--- config.mk ---
export PLATFORM = sky130hd
export DESIGN_NAME = pellet_eater_flat
export DESIGN_NICKNAME = d
export VERILOG_FILES = /design/src/rtl/pellet_eater_if.sv /design/src/rtl/pellet_eater.sv /design/src/flat_wrapper.sv
export SDC_FILE = /design/constraint.sdc
export NUM_CORES = 1
export LEC_CHECK = 0
export CAP_MARGIN = 20
export CORE_MARGIN = 1
export CORE_UTILIZATION = 53
export DETAILED_ROUTE_END_ITERATION = 8
export PLACE_DENSITY = 0.88
export SYNTH_ARGS = -nofsm -noshare
export SYNTH_HDL_FRONTEND = slang
export SYNTH_SLANG_ARGS = --single-unit
--- constraint.sdc ---
create_clock -name clk -period 5.45 [get_ports clk]
set_input_delay 0.545 -clock clk [delete_from_list [all_inputs] [get_ports clk]]
set_output_delay 0.545 -clock clk [all_outputs]
set_load 0.01 [all_outputs]
--- src/rtl/pellet_eater_if.sv ---
// pellet_eater_if: tile visit request handshake and map BRAM port bundle.
// Parameters mirror pellet_eater so both ends agree on the widths.
//   tile_valid / tile_ready : visit request handshake (accepted when both high)
//   tile_x / tile_y         : tile column / row of the request
//   bram_addr / bram_we / bram_din : map BRAM address, write enable, write data
//   bram_dout               : map BRAM registered read data (one-cycle latency)
// modport slave  : the pellet_eater side
// modport master : the requester plus the BRAM side
interface pellet_eater_if #(
   parameter int DATA_WIDTH = 4,
   parameter int DATA_DEPTH = 1023,
   parameter int MAP_COLS   = 32
);
   logic                          tile_valid;
   logic                          tile_ready;
   logic [$clog2(MAP_COLS)-1:0]   tile_x;
   logic [4:0]                    tile_y;
   logic [$clog2(DATA_DEPTH)-1:0] bram_addr;
   logic                          bram_we;
   logic [DATA_WIDTH-1:0]         bram_din;
   logic [DATA_WIDTH-1:0]         bram_dout;
   modport slave (
      input  tile_valid, tile_x, tile_y, bram_dout,
      output tile_ready, bram_addr, bram_we, bram_din
   );
   modport master (
      output tile_valid, tile_x, tile_y, bram_dout,
      input  tile_ready, bram_addr, bram_we, bram_din
   );
endinterface

--- src/rtl/pellet_eater.sv ---
// pellet_eater: visits map tiles, eats pellets from the map BRAM and keeps score.
// Ports:
//   clk, rst_n    : single clock, asynchronous active-low reset
//   bus (slave)   : tile request handshake plus map BRAM port
//   new_level     : level reload request pulse
//   map_reload    : one-cycle pulse to the map BRAM soft reset
//   score         : saturating score
//   pellets_left  : pellets remaining, floors at 0
//   power_pulse   : high during the EVAL cycle that eats a POWER tile
//   level_clear   : high while pellets_left is 0
// Build option: define PELLET_EATER_POWER_EN to make POWER tiles worth 50 and
// raise power_pulse; otherwise they score 10 like a pellet.
module pellet_eater #(
   parameter int DATA_WIDTH   = 4,
   parameter int DATA_DEPTH   = 1023,
   parameter int MAP_COLS     = 32,
   parameter int PELLET_TOTAL = 244
) (
   input  logic          clk,
   input  logic          rst_n,
   pellet_eater_if.slave bus,
   input  logic          new_level,
   output logic          map_reload,
   output logic [15:0]   score,
   output logic [8:0]    pellets_left,
   output logic          power_pulse,
   output logic          level_clear
);
   localparam int AW = $clog2(DATA_DEPTH);
   localparam int CW = $clog2(DATA_DEPTH + 2);
   typedef enum logic [1:0] {IDLE, READ, EVAL, RELOAD} state_t;
   state_t        state;
   logic          in_rng;
   logic          pend;
   logic [CW-1:0] cnt;
   logic [31:0]   full_addr;
   logic          is_pel;
   logic          is_pow;
   logic          eat;
   logic          go_rl;
   logic [16:0]   sum;
   assign full_addr = 32'(bus.tile_y) * 32'(MAP_COLS) + 32'(bus.tile_x);
   assign is_pel = bus.bram_dout == DATA_WIDTH'(2);
   assign is_pow = bus.bram_dout == DATA_WIDTH'(3);
   // bram_dout is only valid in EVAL, so the write is decided combinationally
   // there; out-of-range requests never write.
   assign eat = state == EVAL && in_rng && (is_pel || is_pow);
`ifdef PELLET_EATER_POWER_EN
   assign power_pulse = eat && is_pow;
   assign sum = {1'b0, score} + (is_pow ? 17'd50 : 17'd10);
`else
   assign power_pulse = 1'b0;
   assign sum = {1'b0, score} + 17'd10;
`endif
   assign bus.tile_ready = state == IDLE;
   assign bus.bram_we = eat;
   assign bus.bram_din = '0;
   assign level_clear = pellets_left == 9'd0;
   // A reload seen in IDLE beats a request; one seen mid-request waits until
   // EVAL finishes and then goes straight to RELOAD.
   assign go_rl = (state == IDLE && new_level) || (state == EVAL && (pend || new_level));
   always_ff @(posedge clk or negedge rst_n)
      if (!rst_n) begin
         state         <= IDLE;
         score         <= '0;
         pellets_left  <= 9'(PELLET_TOTAL);
         bus.bram_addr <= '0;
         map_reload    <= 1'b0;
         pend          <= 1'b0;
         in_rng        <= 1'b0;
         cnt           <= '0;
      end else begin
         map_reload <= 1'b0;
         case (state)
            IDLE:
               if (bus.tile_valid && !new_level) begin
                  bus.bram_addr <= full_addr[AW-1:0];
                  in_rng        <= full_addr < 32'(DATA_DEPTH);
                  state         <= READ;
               end
            READ: begin
               pend  <= pend | new_level;
               state <= EVAL;
            end
            EVAL: begin
               if (eat) begin
                  score        <= sum[16] ? 16'hFFFF : sum[15:0];
                  pellets_left <= level_clear ? 9'd0 : pellets_left - 9'd1;
               end
               state <= IDLE;
            end
            RELOAD: begin
               cnt <= cnt + 1'b1;
               if (cnt == CW'(DATA_DEPTH)) state <= IDLE;
            end
         endcase
         if (go_rl) begin
            state        <= RELOAD;
            map_reload   <= 1'b1;
            pellets_left <= 9'(PELLET_TOTAL);
            cnt          <= '0;
            pend         <= 1'b0;
         end
      end
endmodule

--- src/flat_wrapper.sv ---
// flat-port wrapper written by rule: the top's interface ports become plain ports
module pellet_eater_flat 
#(
   parameter int DATA_WIDTH   = 4,
   parameter int DATA_DEPTH   = 1023,
   parameter int MAP_COLS     = 32,
   parameter int PELLET_TOTAL = 244
)
  (clk, rst_n, new_level, map_reload, score, pellets_left, power_pulse, level_clear, bus_tile_valid, bus_tile_x, bus_tile_y, bus_bram_dout, bus_tile_ready, bus_bram_addr, bus_bram_we, bus_bram_din);
  pellet_eater_if #(.DATA_WIDTH(DATA_WIDTH), .DATA_DEPTH(DATA_DEPTH), .MAP_COLS(MAP_COLS)) bus_i ();
  input  logic clk;
  input  logic rst_n;
  input  logic new_level;
  output logic map_reload;
  output logic [15:0] score;
  output logic [8:0] pellets_left;
  output logic power_pulse;
  output logic level_clear;
  input wire logic [$bits(bus_i.tile_valid)-1:0] bus_tile_valid;
  input wire logic [$bits(bus_i.tile_x)-1:0] bus_tile_x;
  input wire logic [$bits(bus_i.tile_y)-1:0] bus_tile_y;
  input wire logic [$bits(bus_i.bram_dout)-1:0] bus_bram_dout;
  output wire logic [$bits(bus_i.tile_ready)-1:0] bus_tile_ready;
  output wire logic [$bits(bus_i.bram_addr)-1:0] bus_bram_addr;
  output wire logic [$bits(bus_i.bram_we)-1:0] bus_bram_we;
  output wire logic [$bits(bus_i.bram_din)-1:0] bus_bram_din;
  assign bus_i.tile_valid = bus_tile_valid;
  assign bus_i.tile_x = bus_tile_x;
  assign bus_i.tile_y = bus_tile_y;
  assign bus_i.bram_dout = bus_bram_dout;
  assign bus_tile_ready = bus_i.tile_ready;
  assign bus_bram_addr = bus_i.bram_addr;
  assign bus_bram_we = bus_i.bram_we;
  assign bus_bram_din = bus_i.bram_din;
  pellet_eater #(.DATA_WIDTH(DATA_WIDTH), .DATA_DEPTH(DATA_DEPTH), .MAP_COLS(MAP_COLS), .PELLET_TOTAL(PELLET_TOTAL)) u_core (.clk(clk), .rst_n(rst_n), .bus(bus_i), .new_level(new_level), .map_reload(map_reload), .score(score), .pellets_left(pellets_left), .power_pulse(power_pulse), .level_clear(level_clear));
endmodule
==> impl_metrics.py <==
metrics = {
    "synth": {
        "synth_cells": 253,
        "synth_edf_count": 0,
        "ys_seq_elements": 51,
        "yosysUniqueCellTypes": 44,
        "synth-main-ff-cell": "dfrtp_1",
        "seq_area_frac_synth": 0.505,
        "async_flop_share": 1.00,
        "avgSynthCellArea_sq_um": 10.0,
        "yosysWarnings": 0,
        "syn_area_sq_um": 2540,
    },
    "timing": {
        "clock.fmax_mhz": 334,
        "max_slew_margin": 0.518,
        "hold_viol": 0,
        "grt_setup_unrepaired": "false",
        "finalCritPeriodShare": 0.550,
        "finalSetupViolCount": 0,
        "slew_violations": 0,
        "fin_skew_ns": 0.00828,
        "fin_setup_tns_ns": 0,
        "post-route-min-period_ns": 3.00,
        "max_slew.worst_pin.slew_ns": 0.717,
    },
    "global_routing": {
        "grt_pass1_wl_um": 9430,
        "first_global_vias": 2077,
        "grt-ovfl-total": 0,
        "antenna_found_initial": 0,
        "grt_max_degree": 52,
        "grt_usage": 0.236,
    },
    "floorplanning": {
        "die_area_sq_um": 5070,
        "ios": 62,
        "initial_core_util": 0.567,
        "core_area_sq_um": 4470,
        "fp.dieH_um": 71.2,
        "die_x_um": 71.2,
        "rows": 24,
    },
    "detailed_routing": {
        "routed_via_density": 5.86,
        "post_drt_wl_per_cell_um": 14.6,
        "first_pass_iters": 7,
        "drcViolationCount": 5,
        "drt_iter0_markers": 191,
        "routed_wl_um": 5280,
        "antenna_left": 0,
        "via_count": 2115,
    },
    "critical_path": {
        "end_kind": "primary output",
        "setup.worst_path.class": "input port to primary output",
        "critical_path_required_ns": 4.91,
        "crit_path_start_kind": "input port",
        "worstPathArrival_ns": 2.45,
        "critPathMaxFanout": 15,
    },
    "run_status": {
        "status": "finished, violations left",
        "violations": "DRC",
    },
    "clock_network": {
        "path_clk_slew_ns": 0.09,
        "cts.htree.levels": 2,
        "cts_buffer_depth": 2,
        "cts-hold-fix-buffers": 0,
        "clk_latency_ns": 0.30,
        "cts_resized": 0,
        "numCtsBuffers": 5,
        "root_buffer": "clkbuf_8",
        "cts_num_sinks": 51,
        "cts_tree": "built",
        "post_cts_buffers": 0,
    },
    "layout": {
        "num_antenna_cells": 0,
        "drive_above_1_share": 0.100,
        "area_growth_pct": 25.7,
        "utilization": 0.713,
        "final_nets": 329,
        "layout_common_cells": "clkdlybuf4s50_1, dfrtp_1, nor2_1, nand2_1, nand3_1",
        "nFillCells": 324,
        "final_common_cell": "clkdlybuf4s50_1",
    },
    "power_and_ir_drop": {
        "cellPowerDensity_nw_per_um2": 375,
        "ir_drop_mv": 0.252,
        "p_leak_nw": 1.30,
    },
    "placed_design": {
        "routabilityCongestion": 0.772,
        "io_buffers": 55,
        "dp_hpwl_um": 3670,
    },
    "flow_run": {
        "max_cap_viol_count": 0,
    },
    "hold_path": {
        "min_path_type": "input port to async pin",
    },
}
-- stage by stage --
step	cells	area, sq um	hold slack [ns]	setup WS [ns]	total power, W
global route	361	3190	0.403	2.35	0.00127
floorplan	257	2550	0.249	3.47	0.000784
finish	361	3190	0.348	2.45	0.00120
global placement	353	3110	0.452	2.51	0.000972
detailed placement	353	3110	0.451	2.47	0.000990
CTS	361	3190	0.357	2.47	0.00120
-- worst max-delay path, cell delays in order --
cell	delay [ns]
clkdlybuf4s50_1	0.53
and4b_1	0.28
nand2_1	0.30
inv_1	0.24
clkdlybuf4s50_1	0.56
-- worst paths after layout --
path	startpoint	endpoint	slack, ns	cells after the start
worst max register to register	u_core.state[0]	u_core.score[15]	3.29	4
worst min-delay path	rst_n	u_core.score[0]	0.35	2
worst min register to register	u_core.score[0]	u_core.score[0]	0.47	1
max in group asynchronous	rst_n	u_core.pend	4.68	2
min in group clk	u_core.score[0]	u_core.score[0]	0.47	1
worst max-delay path	bus_bram_dout[1]	bus_bram_we	2.45	5
-- area by class of cell --
class / instances / area (sq um) / area share
clock buffer: 8 / 80.1 / 0.0251
sequential: 51 / 1280 / 0.402
tap: 52 / 65.1 / 0.0204
inverter: 7 / 26.3 / 0.00824
multi-input combinational: 186 / 1180 / 0.369
timing repair buffer: 57 / 561 / 0.176
-- sequential cells by signal, indices dropped and copies added, names as in the netlist --
signal,count
u_core.map_reload,1
u_core.pend,1
u_core.cnt,11
u_core.pellets_left,9
u_core.state,2
u_core.in_rng,1
u_core.bus.bram_addr,10
u_core.score,16
-- cells in the mapped netlist, types with 2 or more instances --
| master | instances | area [sq um] |
|---|---|---|
| ha_1 | 3 | 37.5 |
| clkbuf_1 | 6 | 22.5 |
| nor4_2 | 2 | 25.0 |
| o41ai_1 | 2 | 17.5 |
| mux2i_1 | 3 | 30.0 |
| nor4b_1 | 2 | 17.5 |
| a21oi_1 | 10 | 50.1 |
| or3_1 | 5 | 31.3 |
| nor2_1 | 24 | 90.1 |
| o311ai_0 | 2 | 17.5 |
| dfrtp_1 | 46 | 1150 |
| o31a_1 | 3 | 26.3 |
| o21ai_0 | 12 | 60.1 |
| or2_2 | 3 | 18.8 |
| nand4_1 | 8 | 50.1 |
| inv_1 | 7 | 26.3 |
| nor3_1 | 11 | 55.1 |
| a31oi_1 | 3 | 18.8 |
| dfstp_2 | 5 | 131 |
| nand2_1 | 24 | 90.1 |
| xnor2_1 | 10 | 87.6 |
| or4_1 | 6 | 45.0 |
| buf_4 | 5 | 37.5 |
| mux2_2 | 10 | 113 |
| nand3_1 | 13 | 65.1 |
| nor3b_1 | 2 | 15.0 |
| nand2b_1 | 2 | 12.5 |
| nor4_1 | 8 | 50.1 |
-- layer usage --
metal  up-vias  global-route usage  routed length [um]
met5         -                   0                   0
met4         0              0.0644                  36
met3         4              0.0563                 237
met2        50               0.378                2600
met1      1040               0.323                2410
li1       1021                   -                   -
-- cells by family after synthesis --
family	after synthesis	synth area share
compound gates	36	0.0882
xor+xnor	10	0.0345
fa+ha+maj	3	0.0148
buf+inv	20	0.0375
flops	51	0.505
mux	13	0.0562
other cells	1	0.00148
simple gates	119	0.262
-- where the power goes --
group          total, W  switching, W  internal [W]  leakage (nW)
registers      0.000569     0.0000988      0.000470         0.650
logic          0.000414      0.000191      0.000223         0.615
clock network  0.000213      0.000121     0.0000916        0.0395
total           0.00120      0.000410      0.000785          1.30
No activity file was read; power rests on OpenSTA's default activity.
